## config.mk

```make
export PLATFORM = sky130hd
export DESIGN_NAME = i2c_slave_regs
export DESIGN_NICKNAME = d
export VERILOG_FILES = /design/src/rtl/i2c_slave_pkg.sv /design/src/rtl/i2c_sync_edge.sv /design/src/rtl/i2c_slave_regs.sv
export SDC_FILE = /design/constraint.sdc
export NUM_CORES = 1
export LEC_CHECK = 0
export CAP_MARGIN = 20
export CELL_PAD_IN_SITES_DETAIL_PLACEMENT = 0
export CELL_PAD_IN_SITES_GLOBAL_PLACEMENT = 1
export CORE_UTILIZATION = 51
export DETAILED_ROUTE_END_ITERATION = 8
export HOLD_SLACK_MARGIN = 0.15
export PLACE_DENSITY = 0.86
export SYNTH_ARGS = -nofsm -noshare
export SYNTH_HDL_FRONTEND = slang
export SYNTH_SLANG_ARGS = --single-unit
```

## constraint.sdc

```tcl
create_clock -name clk -period 3.3 [get_ports clk]
set_input_delay 0.66 -clock clk [delete_from_list [all_inputs] [get_ports clk]]
set_output_delay 0.66 -clock clk [all_outputs]
set_load 0.02 [all_outputs]
```

## src/rtl/i2c_slave_pkg.sv

```systemverilog
// Shared types and constants for the I2C register-file target.
package i2c_slave_pkg;

    typedef enum logic [3:0] {
        ST_IDLE,
        ST_ADDR,
        ST_ADDR_ACK,
        ST_PTR,
        ST_PTR_ACK,
        ST_WDATA,
        ST_WDATA_ACK,
        ST_RDATA,
        ST_RACK_CHK,
        ST_WAIT_STOP
    } i2c_slv_st_t;

    localparam int   I2C_SYNC_STAGES = 2;
    localparam logic I2C_RW_READ     = 1'b1;

endpackage

```

## src/rtl/i2c_sync_edge.sv

```systemverilog
// Two-flop synchronizer followed by a registered rise/fall detector.
// level is delayed to line up with the rise/fall pulses.
module i2c_sync_edge
    import i2c_slave_pkg::*;
(
    input  logic clk,
    input  logic rst,
    input  logic d,
    output logic level,
    output logic rise,
    output logic fall
);

    logic [I2C_SYNC_STAGES-1:0] sync_q;
    logic                       prev_q;

    // Idle bus lines are high, so reset to 1 to avoid a spurious edge.
    always_ff @(posedge clk) begin
        if (rst) begin
            sync_q <= '1;
            prev_q <= 1'b1;
            rise   <= 1'b0;
            fall   <= 1'b0;
        end else begin
            sync_q <= {sync_q[I2C_SYNC_STAGES-2:0], d};
            prev_q <= sync_q[I2C_SYNC_STAGES-1];
            rise   <= sync_q[I2C_SYNC_STAGES-1] & ~prev_q;
            fall   <= ~sync_q[I2C_SYNC_STAGES-1] & prev_q;
        end
    end

    assign level = prev_q;

endmodule

```

## src/rtl/i2c_slave_regs.sv

```systemverilog
// I2C target answering one 7-bit address with an auto-incrementing byte
// register file; every register write is mirrored on a one-cycle strobe.
module i2c_slave_regs
    import i2c_slave_pkg::*;
#(
    parameter logic [6:0] ADDR  = 7'h50,
    parameter int         DEPTH = 16,
    parameter int         AW    = $clog2(DEPTH)
) (
    input  logic          clk,
    input  logic          rst,
    input  logic          scl_i,
    output logic          scl_o,
    output logic          scl_t,
    input  logic          sda_i,
    output logic          sda_o,
    output logic          sda_t,
    output logic          wr_valid_o,
    output logic [AW-1:0] wr_addr_o,
    output logic [7:0]    wr_data_o,
    output logic          busy_o,
    output logic [3:0]    dbg_state
);

    localparam logic [AW-1:0] PTR_ONE = 1;

    i2c_slv_st_t   state, state_n;
    logic [2:0]    cnt, cnt_n;
    logic [7:0]    sh, sh_n;
    logic [AW-1:0] ptr, ptr_n;
    logic          sda_t_n, busy_n, wr_en;
    logic [7:0]    regs [DEPTH];
    logic [7:0]    byte_in, rd_byte;
    logic          scl_lvl, scl_rise, scl_fall;
    logic          sda_lvl, sda_rise, sda_fall;
    logic          start, stop;

    i2c_sync_edge u_scl (.clk(clk), .rst(rst), .d(scl_i),
                         .level(scl_lvl), .rise(scl_rise), .fall(scl_fall));
    i2c_sync_edge u_sda (.clk(clk), .rst(rst), .d(sda_i),
                         .level(sda_lvl), .rise(sda_rise), .fall(sda_fall));

    assign start     = sda_fall & scl_lvl;
    assign stop      = sda_rise & scl_lvl;
    assign byte_in   = {sh[6:0], sda_lvl};
    assign rd_byte   = regs[ptr];
    assign scl_o     = 1'b0;
    assign scl_t     = 1'b1;
    assign sda_o     = 1'b0;
    assign dbg_state = state;

    // ACK states use cnt as a phase flag: 0 = waiting for the fall that
    // starts the ACK, 1 = waiting for the fall that ends it.
    always_comb begin
        state_n = state;
        cnt_n   = cnt;
        sh_n    = sh;
        ptr_n   = ptr;
        sda_t_n = sda_t;
        wr_en   = 1'b0;
        if (start) begin
            state_n = ST_ADDR;
            cnt_n   = '0;
            sda_t_n = 1'b1;
        end else if (stop) begin
            state_n = ST_IDLE;
            cnt_n   = '0;
            sda_t_n = 1'b1;
        end else begin
            case (state)
                ST_ADDR, ST_PTR, ST_WDATA: begin
                    if (scl_rise) begin
                        sh_n  = byte_in;
                        cnt_n = cnt + 3'd1;
                        if (cnt == 3'd7) begin
                            cnt_n = '0;
                            if (state == ST_ADDR) begin
                                state_n = (byte_in[7:1] == ADDR) ? ST_ADDR_ACK : ST_WAIT_STOP;
                            end else if (state == ST_PTR) begin
                                ptr_n   = byte_in[AW-1:0];
                                state_n = ST_PTR_ACK;
                            end else begin
                                wr_en   = 1'b1;
                                ptr_n   = ptr + PTR_ONE;
                                state_n = ST_WDATA_ACK;
                            end
                        end
                    end
                end
                ST_ADDR_ACK, ST_PTR_ACK, ST_WDATA_ACK: begin
                    if (scl_fall) begin
                        if (cnt == 3'd0) begin
                            sda_t_n = 1'b0;
                            cnt_n   = 3'd1;
                        end else begin
                            cnt_n   = '0;
                            sda_t_n = 1'b1;
                            if (state != ST_ADDR_ACK) begin
                                state_n = ST_WDATA;
                            end else if (sh[0] == I2C_RW_READ) begin
                                state_n = ST_RDATA;
                                sh_n    = rd_byte;
                                sda_t_n = rd_byte[7];
                            end else begin
                                state_n = ST_PTR;
                            end
                        end
                    end
                end
                ST_RDATA: begin
                    if (scl_fall) begin
                        sh_n    = {sh[6:0], sh[7]};
                        sda_t_n = sh[6];
                    end else if (scl_rise) begin
                        cnt_n = cnt + 3'd1;
                        if (cnt == 3'd7) begin
                            cnt_n   = '0;
                            ptr_n   = ptr + PTR_ONE;
                            state_n = ST_RACK_CHK;
                        end
                    end
                end
                ST_RACK_CHK: begin
                    if (scl_rise) begin
                        if (sda_lvl) begin
                            state_n = ST_WAIT_STOP;
                            sda_t_n = 1'b1;
                        end else begin
                            cnt_n = 3'd1;
                        end
                    end else if (scl_fall) begin
                        if (cnt == 3'd1) begin
                            cnt_n   = '0;
                            state_n = ST_RDATA;
                            sh_n    = rd_byte;
                            sda_t_n = rd_byte[7];
                        end else begin
                            sda_t_n = 1'b1;
                        end
                    end
                end
                ST_WAIT_STOP: sda_t_n = 1'b1;
                default: ;
            endcase
        end

        busy_n = busy_o;
        if (state_n == ST_ADDR_ACK) begin
            busy_n = 1'b1;
        end else if (state_n == ST_IDLE || state_n == ST_WAIT_STOP) begin
            busy_n = 1'b0;
        end
    end

    always_ff @(posedge clk) begin
        if (rst) begin
            state      <= ST_IDLE;
            cnt        <= '0;
            sh         <= '0;
            ptr        <= '0;
            sda_t      <= 1'b1;
            busy_o     <= 1'b0;
            wr_valid_o <= 1'b0;
            wr_addr_o  <= '0;
            wr_data_o  <= '0;
            for (int i = 0; i < DEPTH; i++) regs[i] <= '0;
        end else begin
            state      <= state_n;
            cnt        <= cnt_n;
            sh         <= sh_n;
            ptr        <= ptr_n;
            sda_t      <= sda_t_n;
            busy_o     <= busy_n;
            wr_valid_o <= wr_en;
            if (wr_en) begin
                regs[ptr] <= byte_in;
                wr_addr_o <= ptr;
                wr_data_o <= byte_in;
            end
        end
    end

endmodule

```

==> results.py, run 1 <==
metrics = {
    "place": {
        "dp.cells": 908,
        "port_buffers": 22,
        "hpwlAfterDp_um": 13800,
        "gp_congestion": 0.871,
        "pre_cts_slack_ns": 0.389,
    },
    "cells_and_area": {
        "syn_to_final_growth_pct": 11.4,
        "nets": 719,
        "fill_cells": 1294,
        "multi_input_area_um2": 3420,
        "final_core_util": 0.581,
        "drive_gt1_frac": 0.221,
        "n_antenna_cell": 0,
        "register_area_um2": 4810,
        "layoutNonFillerInstCount": 940,
    },
    "setup_path": {
        "critPathCaptureType": "flip-flop",
        "worstPathArrival_ns": 3.06,
        "rrSetupSlack_ns": 0.33,
        "path_cells": "ha_1, ha_1, nand3_2, or3_4, or3_1, nor2_1, or2_1",
        "crit_path_max_fanout": 14,
        "path_class": "flip-flop to flip-flop",
        "critPathMostFrequentCell": "ha_1",
        "start_kind": "flip-flop",
        "crit_path_max_incr_delay_ns": 0.57,
        "cp_data_required_time_ns": 3.40,
        "crit_path_top_delay_cell": "or3_1",
        "rr_worst_depth": 7,
    },
    "logic_synthesis": {
        "ys.flop_type": "edfxtp_1",
        "synth-edff-count": 128,
        "ys_top_cells_by_count": "128 x edfxtp_1, 92 x nor3_1, 48 x dfxtp_1, 42 x nor2_1",
        "synth_top_area_share": 0.446,
        "ys_seq_area_frac": 0.557,
        "synth_largest_area_cell": "edfxtp_1",
        "synth_cell_types": 69,
        "netlist_area_um2": 8620,
        "synth_cells": 705,
        "avgSynthCellArea_um2": 12.2,
        "synth_seq_cells": 176,
        "synth_area_leaders": "edfxtp_1 45%, dfxtp_1 11%, mux4_2 10%",
        "yosys.cell_count.top_type": "edfxtp_1",
        "async_flop_share": 0,
        "ys_warn_count": 0,
    },
    "cts": {
        "cts_setup_buffers": 0,
        "cts_resized": 0,
        "worstSkewPairLatency_ns": 0.44,
        "cts_hold_buf": 0,
        "cts_tree": "yes",
        "clockRootBuffer": "clkbuf_16",
        "cts_buffers": 17,
        "clk_path_buf_depth": 2,
        "clock-sinks": 176,
        "h-tree-depth": 4,
        "clk_pin_slew_ns": 0.07,
    },
    "die": {
        "ios": 26,
        "dieArea_um2": 17400,
        "rows": 47,
        "die_y_um": 132,
        "dieWidth_um": 132,
        "start_util": 0.522,
        "design.core.area_um2": 16500,
    },
    "routing": {
        "wl_per_cell_um": 21.7,
        "dr.first_iter.drc_count": 498,
        "drc": 0,
        "vias": 5827,
        "totalWireLength_um": 20400,
        "viasPerCell": 6.20,
        "ant_nets": 0,
        "drt_first_pass_iters": 5,
    },
    "sta": {
        "setup-violations-final": 0,
        "hold_viol": 0,
        "finalSetupTns_ns": 0,
        "grt_setup_unrepaired": "false",
        "clock.fmax_mhz": 337,
        "finalCritPeriodShare": 0.900,
        "worstMarginPinSlew_ns": 0.834,
        "fin_worst_skew_ns": 0.0119,
        "maxSlewHeadroom": 0.444,
        "fin_crit_ns": 2.97,
        "timing.final.ws_setup_ns": 0.331,
        "slew_viol_final": 0,
    },
    "global_routing": {
        "track_usage": 0.248,
        "grt_max_degree": 33,
        "overflow": 0,
        "grt_pass1_wl_um": 32500,
        "antenna_found_initial": 0,
        "grt_pass1_vias": 5756,
    },
    "power": {
        "ir_worst_vdd_mv": 0.609,
        "powerDensity_nw_per_um2": 594,
        "finalPower_uw": 5710,
        "leakage_uw": 0.00305,
    },
    "hold_path": {
        "worst_hold_path.num_cells": 1,
        "hold_class": "flip-flop to flip-flop",
    },
    "job": {
        "cap_violations": 0,
    },
    "outcome": {
        "status": "complete, no violations",
    },
}
==> final cells by class <==
type	instances	area share
clock buffer	17	0.0443
sequential	176	0.500
timing repair buffer	50	0.0443
multi-input combinational	445	0.356
tap	220	0.0286
inverter	17	0.00664
clock inverter	15	0.0199
==> per-layer routing <==
layer,wire [µm],up-vias,GRT usage
met4,687,0,0.110
met3,1390,43,0.0469
li1,-,2633,-
met5,0,-,0
met1,8280,2919,0.326
met2,10000,232,0.403
==> placed cells by master (no fill, tap or decap), drive strengths merged, types with 12 or more instances in the layout <==
cell type        n
inv             19
or2             24
mux4            40
o21ai           18
nand2           39
nor2            43
a211oi          12
and2            22
nor3           113
nand2b          12
dfxtp           48
clkbuf          17
buf             29
edfxtp         128
a21oi           23
clkdlybuf4s50   21
==> stage by stage <==
| step | area, µm² | hold WS, ns |
|---|---|---|
| 2_1_floorplan | 8630 | 0.389 |
| 3_3_place_gp | 8990 | 0.401 |
| 3_5_place_dp | 8990 | 0.398 |
| 4_1_cts | 9610 | 0.427 |
| 5_1_grt | 9610 | 0.445 |
| 6_report | 9610 | 0.426 |
==> where the power goes <==
| group | leakage [µW] | total (µW) | internal (µW) | switching (µW) |
|---|---|---|---|---|
| clock network | 0.000297 | 2050 | 1090 | 959 |
| registers | 0.00164 | 2570 | 2490 | 83.2 |
| logic | 0.00111 | 1090 | 363 | 724 |
==> flip-flops by register name, summed over array words and instances (netlist names), 2 cells and up, named ones only <==
name	flops
regs	128
wr_data_o	8
u_sda.sync_q	2
wr_addr_o	4
sh	8
dbg_state	4
ptr	4
cnt	3
u_scl.sync_q	2
==> kinds of logic after synthesis <==
| family | Yosys count | synth area share |
|---|---|---|
| multiplexers | 47 | 0.113 |
| buffers and inverters | 85 | 0.0464 |
| flip-flops | 176 | 0.557 |
| adder cells (fa/ha/maj) | 8 | 0.0116 |
| AND/OR/NAND/NOR | 298 | 0.197 |
| XOR/XNOR | 1 | 0.00102 |
| other | 2 | 0.000871 |
| AO/OA/AOI/OAI | 88 | 0.0736 |
==> final timing paths <==
path	start	to
setup / recovery	cnt[0]	regs[2][5]
setup reg to reg	cnt[0]	regs[2][5]
hold reg to reg	u_scl.sync_q[0]	u_scl.sync_q[1]
hold / removal	u_scl.sync_q[0]	u_scl.sync_q[1]
==> critical path: cells and delay by family, from the launching register on <==
family	cells	cell delay, ns
flops	1	0.42
simple gates	5	1.79
fa+ha+maj	2	0.42
No activity file was read; power rests on OpenSTA's default activity.
==> inputs of run 2 (changes only) <==
==> constraint.sdc (replaced) <==
create_clock -name clk -period 3.2 [get_ports clk]
set_input_delay 0.64 -clock clk [delete_from_list [all_inputs] [get_ports clk]]
set_output_delay 0.64 -clock clk [all_outputs]
set_load 0.02 [all_outputs]
==> run 2 against run 1 <==
Compared with the run above: via count up 1.1%; critical path type unchanged; first-iteration DRC count grew 36%; fmax up 3.7%; sequential power up 3%; critical path depth unchanged; clock skew rose by 0.0020 ns; largest cell class unchanged; cell count rose by 0.21%; register-to-register slack hardly changed; die area unchanged.
==> results.py, run 2 (synthesis gave the netlist of run 1 again) <==
metrics = {
    "cts": {
        "h-tree-depth": 4,
        "clk_path_buf_depth": 2,
        "cts_setup_buffers": 0,
        "cts_buffers": 17,
        "clockRootBuffer": "clkbuf_16",
        "cts_hold_buf": 0,
        "clock-sinks": 176,
        "cts_tree": "yes",
        "clk_pin_slew_ns": 0.08,
        "worstSkewPairLatency_ns": 0.44,
        "cts_resized": 0,
    },
    "setup_path": {
        "crit_start": "cnt[0]",
        "crit_cells": 7,
        "path_cells": "ha_1, ha_1, nand3_2, or3_4, or3_1, nor2_2, or2_1",
        "path_class": "flip-flop to flip-flop",
        "start_kind": "flip-flop",
        "crit_path_max_fanout": 14,
        "worst-path-buf-inv": 0,
        "critical-path-top-delay-family": "simple AND/OR/NAND/NOR gates",
        "worstPathArrival_ns": 2.96,
        "rrSetupSlack_ns": 0.34,
        "critPathMostFrequentCell": "ha_1",
        "rr_worst_depth": 7,
        "crit_path_max_incr_delay_ns": 0.51,
        "cp-endpoint": "regs[0][0]",
        "critPathCaptureType": "flip-flop",
        "crit_path_top_delay_cell": "or3_4",
        "rr_startpoint": "cnt[0]",
        "r2r_end": "regs[0][0]",
        "cp_data_required_time_ns": 3.30,
    },
    "die": {
        "rows": 47,
        "dieArea_um2": 17400,
        "ios": 26,
        "design.core.area_um2": 16500,
        "die_y_um": 132,
        "dieWidth_um": 132,
        "start_util": 0.522,
    },
    "routing": {
        "drc": 0,
        "dr.first_iter.drc_count": 676,
        "wl_per_cell_um": 21.9,
        "viasPerCell": 6.25,
        "totalWireLength_um": 20600,
        "vias": 5892,
        "ant_nets": 0,
        "drt_first_pass_iters": 5,
    },
    "global_routing": {
        "antenna_found_initial": 0,
        "grt_max_degree": 50,
        "grt_pass1_wl_um": 32900,
        "track_usage": 0.252,
        "grt_pass1_vias": 5712,
        "overflow": 0,
    },
    "place": {
        "port_buffers": 22,
        "dp.cells": 910,
        "hpwlAfterDp_um": 14100,
        "gp_congestion": 0.879,
    },
    "cells_and_area": {
        "syn_to_final_growth_pct": 11.5,
        "largest_reg_flops": 128,
        "fill_cells": 1308,
        "drive_gt1_frac": 0.223,
        "nets": 721,
        "regMostFlops": "regs",
        "final_cell_mix": "128 x edfxtp_1, 92 x nor3_1, 47 x dfxtp_1",
        "final_common_cell": "edfxtp_1",
        "layoutNonFillerInstCount": 942,
        "top_regs": "regs (128), sh (8), wr_data_o (8)",
        "n_antenna_cell": 0,
    },
    "sta": {
        "worstMarginPinSlew_ns": 0.822,
        "slew_viol_final": 0,
        "fin_crit_ns": 2.86,
        "fin_worst_skew_ns": 0.0139,
        "grt_setup_unrepaired": "false",
        "setup-violations-final": 0,
        "finalCritPeriodShare": 0.895,
        "finalSetupTns_ns": 0,
        "hold_viol": 0,
        "clock.fmax_mhz": 349,
        "maxSlewHeadroom": 0.452,
    },
    "power": {
        "powerDensity_nw_per_um2": 610,
        "leakage_uw": 0.00305,
        "finalPower_uw": 5860,
        "ir_worst_vdd_mv": 0.529,
    },
    "job": {
        "cap_violations": 0,
    },
    "hold_path": {
        "hold_class": "flip-flop to flip-flop",
    },
    "outcome": {
        "status": "complete, no violations",
    },
}
[run 2: cell types whose count changed in the layout (fill, tap and decap cells not counted)]
| cell | delta |
|---|---|
| inv_6 | +1 |
| clkinvlp_4 | -1 |
| bufinv_16 | -1 |
| inv_8 | +2 |
| clkinv_4 | -2 |
| buf_4 | +2 |
| clkinv_8 | +1 |
[run 2: per-stage QoR]
stage	setup WS, ns	utilization	area [µm²]	hold WS [ns]
final	0.337	0.582	9620	0.425
after global routing	0.191	0.582	9620	0.452
after CTS	0.351	0.582	9620	0.431
after detailed placement	0.384	0.545	9010	0.406
after global placement	0.460	0.545	9010	0.402
after floorplan	0.766	-	8630	0.389
[run 2: area by class of cell]
class | instances | area (µm²) | share of cell area
timing repair buffer | 52 | 440 | 0.0458
multi-input combinational | 445 | 3420 | 0.356
inverter | 17 | 63.8 | 0.00664
sequential | 176 | 4810 | 0.500
clock buffer | 17 | 425 | 0.0442
clock inverter | 15 | 184 | 0.0191
tap | 220 | 275 | 0.0286
[run 2: where the power goes]
part	internal (µW)	switching [µW]
Combinational	379	746
Clock	1070	1030
Sequential	2560	85.9
Total	4010	1860
[run 2: worst min path at each step]
stage | depth (start not counted) | start | to | slack, ns
CTS | 1 | u_sda.sync_q[0] | u_sda.sync_q[1] | 0.43
finish | 1 | u_scl.sync_q[0] | u_scl.sync_q[1] | 0.42
global route | 1 | u_sda.sync_q[0] | u_sda.sync_q[1] | 0.45
detailed placement | 1 | u_sda.sync_q[0] | u_sda.sync_q[1] | 0.41
floorplan | 1 | u_scl.sync_q[0] | u_scl.sync_q[1] | 0.39
global placement | 1 | u_scl.sync_q[0] | u_scl.sync_q[1] | 0.40
[run 2: per-layer routing]
layer / part of all wire / vias up / global-route usage
li1: - / 2633 / -
met1: 0.41 / 2975 / 0.341
met2: 0.50 / 242 / 0.404
met3: 0.065 / 42 / 0.0396
met4: 0.029 / 0 / 0.115
met5: 0 / - / 0
==> inputs of run 3 (changes only) <==
--- a/config.mk
+++ b/config.mk
@@ -8,6 +8,7 @@
 export CAP_MARGIN = 20
 export CELL_PAD_IN_SITES_DETAIL_PLACEMENT = 0
 export CELL_PAD_IN_SITES_GLOBAL_PLACEMENT = 1
+export CORE_MARGIN = 3
 export CORE_UTILIZATION = 51
 export DETAILED_ROUTE_END_ITERATION = 8
 export HOLD_SLACK_MARGIN = 0.15
==> run 3 against run 2 <==
Compared with the run above: clock skew shrank 0.0024 ns; non-clock buffer count shrank 3; design area shrank 0.22%; count of clock-buffer cells in the layout grew 1; die area grew 6.2%; fmax shrank 2.4%; utilization grew 0.92 points; cell count shrank 0.74%; critical endpoint is now regs[0][5]; power grew 0.68%.
==> results.py, run 3 (synthesis gave the netlist of run 1 again) <==
metrics = {
    "outcome": {
        "status": "complete, no violations",
    },
    "die": {
        "ios": 26,
        "die_y_um": 136,
        "dieWidth_um": 136,
        "start_util": 0.531,
        "rows": 46,
        "design.core.area_um2": 16200,
        "dieArea_um2": 18500,
    },
    "cts": {
        "cts_buffers": 17,
        "clk_pin_slew_ns": 0.07,
        "h-tree-depth": 4,
        "cts_resized": 0,
        "cts_tree": "yes",
        "clk_path_buf_depth": 2,
        "clock-sinks": 176,
        "worstSkewPairLatency_ns": 0.42,
        "cts_setup_buffers": 0,
        "cts_hold_buf": 0,
        "clockRootBuffer": "clkbuf_16",
    },
    "global_routing": {
        "grt_pass1_wl_um": 32500,
        "grt_max_degree": 42,
        "track_usage": 0.233,
        "grt_pass1_vias": 5698,
        "overflow": 0,
        "antenna_found_initial": 0,
    },
    "sta": {
        "maxSlewHeadroom": 0.462,
        "grt_setup_unrepaired": "false",
        "fin_worst_skew_ns": 0.0115,
        "finalCritPeriodShare": 0.916,
        "clock.fmax_mhz": 341,
        "setup-violations-final": 0,
        "timing.final.ws_setup_ns": 0.268,
        "fin_crit_ns": 2.93,
        "worstMarginPinSlew_ns": 0.806,
        "hold_viol": 0,
        "slew_viol_final": 0,
        "finalSetupTns_ns": 0,
        "whs_ns": 0.420,
    },
    "cells_and_area": {
        "top_regs": "regs (128), sh (8), wr_data_o (8)",
        "n_antenna_cell": 0,
        "final_common_cell": "edfxtp_1",
        "multi_input_area_um2": 3420,
        "regMostFlops": "regs",
        "syn_to_final_growth_pct": 11.3,
        "fill_cells": 1293,
        "layoutNonFillerInstCount": 935,
        "final_cell_mix": "128 x edfxtp_1, 92 x nor3_1, 47 x dfxtp_1",
        "register_area_um2": 4810,
        "drive_gt1_frac": 0.216,
        "nets": 718,
        "largest_reg_flops": 128,
    },
    "routing": {
        "vias": 5819,
        "wl_per_cell_um": 21.8,
        "dr.first_iter.drc_count": 577,
        "drc": 0,
        "viasPerCell": 6.22,
        "ant_nets": 0,
        "totalWireLength_um": 20400,
        "drt_first_pass_iters": 5,
    },
    "power": {
        "leakage_uw": 0.00304,
        "ir_worst_vdd_mv": 0.480,
        "finalPower_uw": 5900,
        "powerDensity_nw_per_um2": 615,
    },
    "setup_path": {
        "crit_path_max_fanout": 14,
        "worstPathArrival_ns": 3.02,
        "critPathMostFrequentCell": "ha_1",
        "crit_start": "cnt[0]",
        "cp_data_required_time_ns": 3.29,
        "critPathCaptureType": "flip-flop",
        "crit_path_max_incr_delay_ns": 0.54,
        "rr_worst_depth": 7,
        "start_kind": "flip-flop",
        "crit_path_top_delay_cell": "or3_1",
        "path_cells": "ha_1, ha_1, nand3_2, or3_4, or3_1, nor2_2, or2_1",
        "rr_startpoint": "cnt[0]",
        "path_class": "flip-flop to flip-flop",
    },
    "hold_path": {
        "hold_class": "flip-flop to flip-flop",
        "worst_hold_path.num_cells": 1,
        "min_from": "u_scl.sync_q[0]",
    },
    "place": {
        "dp.cells": 903,
        "port_buffers": 22,
        "gp_congestion": 0.923,
        "hpwlAfterDp_um": 14000,
        "pre_cts_slack_ns": 0.295,
    },
    "job": {
        "cap_violations": 0,
    },
}
run 3: cell types whose count changed in the layout (fill, tap and decap cells not counted), sizes merged:
cell	delta
clkbuf	+1
clkinv	-3
buf	-3
inv	-2
bufinv	+3
clkinvlp	+1
run 3: layer usage:
| metal | global-route usage | wire [µm] | up-vias |
|---|---|---|---|
| li1 | - | - | 2623 |
| met3 | 0.0481 | 1220 | 30 |
| met4 | 0.0778 | 453 | 0 |
| met5 | 0 | 0 | - |
| met1 | 0.316 | 8470 | 2914 |
| met2 | 0.377 | 10300 | 252 |
run 3: power breakdown:
group | switching [µW] | total, µW | internal [µW]
combinational | 725 | 1090 | 368
sequential | 99.6 | 2660 | 2560
clock | 903 | 2150 | 1240
run 3: final cells by class:
class | instances | share of cell area
multi-input combinational | 445 | 0.357
timing repair buffer | 49 | 0.0449
inverter | 17 | 0.00665
tap | 216 | 0.0282
sequential | 176 | 0.501
clock inverter | 14 | 0.0181
clock buffer | 18 | 0.0447
run 3: worst paths after layout:
| check | end | slack (ns) |
|---|---|---|
| setup / recovery | regs[0][5] | 0.27 |
| setup reg to reg | regs[0][5] | 0.27 |
| hold / removal | u_scl.sync_q[1] | 0.42 |
| hold reg to reg | u_scl.sync_q[1] | 0.42 |
run 3: worst max-delay path: cells and delay by family (launching register included):
family	cells	cell delay, ns
adders and majority gates	2	0.41
and+or+nand+nor	5	1.78
DFF	1	0.41
run 3: through the flow:
stage / area (µm²) / util
after floorplan: 8630 / -
after global placement: 8990 / 0.554
after detailed placement: 8990 / 0.554
after CTS: 9590 / 0.591
after global routing: 9590 / 0.591
final: 9590 / 0.591
